File: src/rtl/uart_pkg.sv
// Shared UART definitions: frame-state encoding, parity codes, default oversampling.
// Latency: n/a (types, constants and a pure function only).
// Backpressure: n/a.
package uart_pkg;

  localparam int OVERSAMPLE_DEFAULT = 16;

  localparam logic [1:0] PAR_NONE = 2'b00;
  localparam logic [1:0] PAR_EVEN = 2'b01;
  localparam logic [1:0] PAR_ODD  = 2'b10;

  typedef enum logic [2:0] {
    IDLE,
    START,
    DATA,
    PARITY,
    STOP
  } tx_state_t;

  // XOR of the character bits that are actually sent (7 or 8 of them).
  function automatic logic data_parity(input logic [7:0] data, input logic d_num);
    return d_num ? (^data) : (^data[6:0]);
  endfunction

endpackage

File: src/rtl/uart_tx_if.sv
// Parallel-side bundle of the UART transmitter: character, frame format, line and status.
// Latency: n/a (wires only).
// Backpressure: tx_start is only honoured while busy is low; no queueing.
interface uart_tx_if;
  logic [7:0] data_in;
  logic       tx_start;
  logic       d_num;
  logic [1:0] par;
  logic       s_num;
  logic       tx;
  logic       busy;
  logic       done;

  modport master (
    output data_in, tx_start, d_num, par, s_num,
    input  tx, busy, done
  );

  modport slave (
    input  data_in, tx_start, d_num, par, s_num,
    output tx, busy, done
  );
endinterface

File: src/rtl/uart_tx.sv
// Serialises one character per accept as start, 7/8 data LSB first, optional parity, 1/2 stop bits.
// Latency: tx drops to the start bit on the accept edge; done pulses OVERSAMPLE*F cycles later.
// Backpressure: busy stays high for the whole frame; tx_start seen while busy is dropped.
module uart_tx
  import uart_pkg::*;
#(
  parameter int OVERSAMPLE = OVERSAMPLE_DEFAULT
)
(
  input logic     bd_rate_gen,
  input logic     reset,
  uart_tx_if.slave io
);

  localparam int TW = $clog2(OVERSAMPLE);

  tx_state_t       state, state_nxt;
  logic [TW-1:0]   tick, tick_nxt;
  logic [2:0]      bit_idx, bit_idx_nxt;
  logic            stop_idx, stop_idx_nxt;
  logic [7:0]      shreg, shreg_nxt;
  logic            d_num_r, d_num_nxt;
  logic [1:0]      par_r, par_nxt;
  logic            s_num_r, s_num_nxt;
  logic            par_bit, par_bit_nxt;
  logic            tx_r, tx_nxt;
  logic            busy_r, busy_nxt;
  logic            done_r, done_nxt;

  logic            tick_wrap;
  logic            par_on;

  assign tick_wrap = (tick == '1);
  assign par_on    = (par_r == PAR_EVEN) || (par_r == PAR_ODD);

  // Next-state and next-output decode; tx is computed here but only ever leaves through a flop.
  always_comb begin
    state_nxt    = state;
    tick_nxt     = tick;
    bit_idx_nxt  = bit_idx;
    stop_idx_nxt = stop_idx;
    shreg_nxt    = shreg;
    d_num_nxt    = d_num_r;
    par_nxt      = par_r;
    s_num_nxt    = s_num_r;
    par_bit_nxt  = par_bit;
    tx_nxt       = tx_r;
    busy_nxt     = busy_r;
    done_nxt     = 1'b0;

    if (state != IDLE) begin
      tick_nxt = tick + TW'(1);
    end

    case (state)
      IDLE: begin
        tx_nxt   = 1'b1;
        busy_nxt = 1'b0;
        tick_nxt = '0;
        if (io.tx_start) begin
          shreg_nxt   = io.data_in;
          d_num_nxt   = io.d_num;
          par_nxt     = io.par;
          s_num_nxt   = io.s_num;
          // Odd parity is the complement of the data XOR; frozen here for the whole frame.
          par_bit_nxt = data_parity(io.data_in, io.d_num) ^ (io.par == PAR_ODD);
          state_nxt   = START;
          tx_nxt      = 1'b0;
          busy_nxt    = 1'b1;
        end
      end

      START: begin
        if (tick_wrap) begin
          state_nxt   = DATA;
          bit_idx_nxt = 3'd0;
          tx_nxt      = shreg[0];
        end
      end

      DATA: begin
        if (tick_wrap) begin
          // Last index is 6 for 7-bit characters and 7 for 8-bit ones.
          if (bit_idx == {2'b11, d_num_r}) begin
            if (par_on) begin
              state_nxt = PARITY;
              tx_nxt    = par_bit;
            end else begin
              state_nxt    = STOP;
              stop_idx_nxt = 1'b0;
              tx_nxt       = 1'b1;
            end
          end else begin
            bit_idx_nxt = bit_idx + 3'd1;
            shreg_nxt   = {1'b0, shreg[7:1]};
            tx_nxt      = shreg[1];
          end
        end
      end

      PARITY: begin
        if (tick_wrap) begin
          state_nxt    = STOP;
          stop_idx_nxt = 1'b0;
          tx_nxt       = 1'b1;
        end
      end

      STOP: begin
        if (tick_wrap) begin
          if (s_num_r && !stop_idx) begin
            stop_idx_nxt = 1'b1;
          end else begin
            state_nxt = IDLE;
            busy_nxt  = 1'b0;
            done_nxt  = 1'b1;
            tx_nxt    = 1'b1;
          end
        end
      end

      default: begin
        state_nxt = IDLE;
        tx_nxt    = 1'b1;
        busy_nxt  = 1'b0;
      end
    endcase
  end

  // State, counters, latched frame format and output flops; reset abandons any frame in flight.
  always_ff @(posedge bd_rate_gen) begin
    if (reset) begin
      state    <= IDLE;
      tick     <= '0;
      bit_idx  <= 3'd0;
      stop_idx <= 1'b0;
      shreg    <= 8'd0;
      d_num_r  <= 1'b0;
      par_r    <= PAR_NONE;
      s_num_r  <= 1'b0;
      par_bit  <= 1'b0;
      tx_r     <= 1'b1;
      busy_r   <= 1'b0;
      done_r   <= 1'b0;
    end else begin
      state    <= state_nxt;
      tick     <= tick_nxt;
      bit_idx  <= bit_idx_nxt;
      stop_idx <= stop_idx_nxt;
      shreg    <= shreg_nxt;
      d_num_r  <= d_num_nxt;
      par_r    <= par_nxt;
      s_num_r  <= s_num_nxt;
      par_bit  <= par_bit_nxt;
      tx_r     <= tx_nxt;
      busy_r   <= busy_nxt;
      done_r   <= done_nxt;
    end
  end

  assign io.tx   = tx_r;
  assign io.busy = busy_r;
  assign io.done = done_r;

endmodule

File: src/flat_wrapper.sv
// flat-port wrapper written by rule: the top's interface ports become plain ports
module uart_tx_flat import uart_pkg::*;
#(
  parameter int OVERSAMPLE = OVERSAMPLE_DEFAULT
)
  (bd_rate_gen, reset, io_data_in, io_tx_start, io_d_num, io_par, io_s_num, io_tx, io_busy, io_done);
  uart_tx_if io_i ();
  input logic bd_rate_gen;
  input logic reset;
  input wire logic [$bits(io_i.data_in)-1:0] io_data_in;
  input wire logic [$bits(io_i.tx_start)-1:0] io_tx_start;
  input wire logic [$bits(io_i.d_num)-1:0] io_d_num;
  input wire logic [$bits(io_i.par)-1:0] io_par;
  input wire logic [$bits(io_i.s_num)-1:0] io_s_num;
  output wire logic [$bits(io_i.tx)-1:0] io_tx;
  output wire logic [$bits(io_i.busy)-1:0] io_busy;
  output wire logic [$bits(io_i.done)-1:0] io_done;
  assign io_i.data_in = io_data_in;
  assign io_i.tx_start = io_tx_start;
  assign io_i.d_num = io_d_num;
  assign io_i.par = io_par;
  assign io_i.s_num = io_s_num;
  assign io_tx = io_i.tx;
  assign io_busy = io_i.busy;
  assign io_done = io_i.done;
  uart_tx #(.OVERSAMPLE(OVERSAMPLE)) u_core (.bd_rate_gen(bd_rate_gen), .reset(reset), .io(io_i));
endmodule
File: config.mk
export PLATFORM = sky130hd
export DESIGN_NAME = uart_tx_flat
export DESIGN_NICKNAME = d
export VERILOG_FILES = /design/src/rtl/uart_pkg.sv /design/src/rtl/uart_tx_if.sv /design/src/rtl/uart_tx.sv /design/src/flat_wrapper.sv
export SDC_FILE = /design/constraint.sdc
export NUM_CORES = 1
export LEC_CHECK = 0
export ABC_AREA = 1
export BUFFER_PORTS_ARGS = -buffer_cell sky130_fd_sc_hd__buf_2
export CORE_ASPECT_RATIO = 1.4
export CORE_MARGIN = 5
export CORE_UTILIZATION = 30
export CTS_CLUSTER_SIZE = 40
export DETAILED_ROUTE_END_ITERATION = 8
export PLACE_DENSITY = 0.52
export SETUP_SLACK_MARGIN = 0.5
export SLEW_MARGIN = 20
export SYNTH_ARGS = -nofsm -noshare
export SYNTH_HDL_FRONTEND = slang
export SYNTH_SLANG_ARGS = --single-unit
File: constraint.sdc
create_clock -name bd_rate_gen -period 2.6 [get_ports bd_rate_gen]
set_input_delay 0.26 -clock bd_rate_gen [delete_from_list [all_inputs] [get_ports bd_rate_gen]]
set_output_delay 0.26 -clock bd_rate_gen [all_outputs]
set_load 0.005 [all_outputs]
==> run metrics <==
status=complete, no violations; simple-gate share of the synthesized area=around two fifths; hold slack=0.2293 ns; maximum vdd drop=~0.35 mV; EDFF count, synth=0; largest net degree at the start of global routing=17; Pins Over Slew Limit=0; TritonCTS buffer count=3; HP Start=io_par[1]; slowest cell delay on critical path=roughly 0.5 ns; GRT overflow=0; WL final=3431 um; Synth Flop Type=dfxtp_1; Antenna diodes=0; PwrDens=about 960 mW/mm2; Yosys top cell by area=dfxtp_1; setup tns final=0 ns; syn_area_per_cell=around 6.6 um2; Ports=18; fraction of synthesis flops using an asynchronous set or reset pin=0%; CP max-delay cell=a21boi_4; Die Span Y=95.13 um; Max Freq=between 500 and 600 MHz; DRT iter0 DRCs=55; Ys Warns=0; Detailed Routing Iterations Pass 1=4; CTS tree=done; Setup WS post-layout=0.7470 ns; worst skew pair latency=approximately 0.28 ns; port buffer count=17; CP Data Required Time=approximately 2.8 ns; Rows=31; clock root buffer=clkbuf_8; R2R setup slack=between 0.7 and 0.8 ns; clock sinks=27; Reg clk slew, reported paths=approximately 0.1 ns; routability cong.=around 0.8; final worst path period share=about 70%; Final Setup Violations=0; Worst setup SP type=register; Slew headroom=62.44%; Remaining DRCs=0; commonest cells in the netlist=nand2_1, inv_1, dfxtp_1, nor2_2, nor2_1; critical path type=register to register; via count=between 1000 and 1500; Hold-fix buffers, CTS=0; layout cells sized above 1=between 20 and 25%; Area Growth Syn to Fin=12.41%; post-DR wirelength/cell=about 11 um; first-pass GRT wire length=6147 um; Final Hold Violating Endpoints=0; htree depth=1; CP Data Arrival Time=2.04 ns; final core occ=34.09%; Clock Skews=about 0.0017 ns; Die Footprint=roughly 0.0067 mm2; top-count cell post-synth=nand2_1; vias in the first global route=approximately 1500; Compound-Gate Fraction of Synth Area=around 11%; dpl hpwl=2640 um; r2r endpoint=u_core.shreg[2]; RR Startpoint=u_core.tick[0]; MaxCap Viol Count=0; initial antenna violation count=0; die width=70.80 um; post-CTS setup buffers=0; Total Routing Usage GR=between 10% and 20%; cts repair resizes=0; Initial Util=30.33%; largest family of logic cells by synthesized area=simple AND/OR/NAND/NOR gates; sequential area share after synthesis=a little over a third; DP Worst Slack=approximately 0.75 ns; DR vias/cell=between 4 and 5; fin nets=270; Worst Hold Depth=3; post-route antenna net violation count=0; Post-Synthesis Cells=around 240; leak pwr=0.8684 nW; mux share of post-synthesis cell area=0%; Synth area leaders=dfxtp_1, nand2_1, nor2_2, inv_1, a21oi_1; worst hold path type=input pin to register; Adder-Cell Fraction of Synth Area=between 1.5 and 2%; worst-case clock buffer depth=2; net count after synthesis=252; Worst-Margin Slew=approximately 0.56 ns; core area=~0.005 mm2; Final min period=1.853 ns; post-synthesis register bit count=27; Worst Reg2Reg Path Length in Cells=9; unrepaired setup endpoints after global routing=false; Synth cell types=24; WHS Endpoint=u_core.par_r[1]; CP Capture Type=register; synthesized area=around 0.0016 mm2; Most common cell on crit path=nor2_2; Finished Cell Area=0.001745 mm2; CP Max Fanout=16; Synth top area share=approximately a third; Cell Chain, Critical Path=ha_1, nand3_2, inv_2, nor2_2, nor2_2, a21boi_4, nand2_1, nand2_1, nor2_2; Post-Synth XOR/XNOR Area=under 10%; dpl cell area=between 0.0015 and 0.002 mm2
==> worst max-delay path, delay by kind of cell (launching register included) <==
kind | cells | cell delay [ns]
AND/OR/NAND/NOR | 6 | 0.53
AO/OA/AOI/OAI | 1 | 0.51
buffers and inverters | 1 | 0.14
flip-flops | 1 | 0.37
adder cells (fa/ha/maj) | 1 | 0.21
==> cell usage in the layout (no fill, tap or decap), drive strengths merged, types with 4 or more instances in the layout <==
cell	instances
nand3	12
nor2	37
inv	33
a21oi	16
dfxtp	27
nand2	75
buf	17
xor2	4
o21ai	12
==> stage by stage <==
| step | total power (W) | instances |
|---|---|---|
| global route | 0.001845 | 318 |
| CTS | 0.001700 | 318 |
| finish | 0.001678 | 318 |
| floorplan | 0.001300 | 235 |
| detailed placement | 0.001442 | 314 |
| global placement | 0.001440 | 314 |
==> where the power goes <==
group / switching (W) / internal (W) / total [W]
registers: 0.0000772 / 0.000527 / 0.000604
clock network: 0.000145 / 0.000109 / 0.000254
logic: 0.000530 / 0.000291 / 0.000821
total: 0.000752 / 0.000927 / 0.00168
==> sequential cells by signal, summed over array words and instances, names as in the netlist <==
name	count
u_core.bit_idx	3
u_core.d_num_r	1
u_core.io.busy	1
u_core.io.done	1
u_core.io.tx	1
u_core.par_bit	1
u_core.par_r	2
u_core.s_num_r	1
u_core.shreg	8
u_core.state	3
u_core.stop_idx	1
u_core.tick	4
==> final cells by class <==
class	count	area [um2]
fillers	594	3374
multi-input cells	170	855.8
flip-flops and latches	27	540.5
inverters	34	132.6
repair buffers	17	85.08
well taps	66	82.58
clock buffers	3	41.29
clock inverters	1	7.507
==> cell families (layout without fill, tap and decap cells) <==
| group | Yosys count | in the layout |
|---|---|---|
| buffers and inverters | 38 | 55 |
| AO/OA/AOI/OAI | 31 | 31 |
| XOR/XNOR | 7 | 7 |
| AND/OR/NAND/NOR | 130 | 130 |
| adder cells (fa/ha/maj) | 2 | 2 |
| flip-flops | 27 | 27 |
==> worst max-delay path by stage <==
stage / cells past startpoint / end / startpoint
4_1_cts: 9 / u_core.shreg[2] / u_core.tick[0]
3_5_place_dp: 9 / u_core.shreg[3] / u_core.tick[0]
3_3_place_gp: 9 / u_core.shreg[1] / u_core.tick[0]
6_report: 9 / u_core.shreg[2] / u_core.tick[0]
2_1_floorplan: 10 / u_core.shreg[4] / u_core.tick[0]
5_1_grt: 9 / u_core.shreg[7] / u_core.tick[0]
==> metal layers <==
| layer | global-route usage [%] | wire, um | vias to the layer above |
|---|---|---|---|
| met4 | 6.426 | 87 | 0 |
| li1 | - | - | 764 |
| met5 | 0 | 0 | - |
| met3 | 1.371 | 86 | 7 |
| met1 | 11.87 | 1483 | 638 |
| met2 | 21.75 | 1774 | 18 |
No activity file was read; power rests on OpenSTA's default activity.
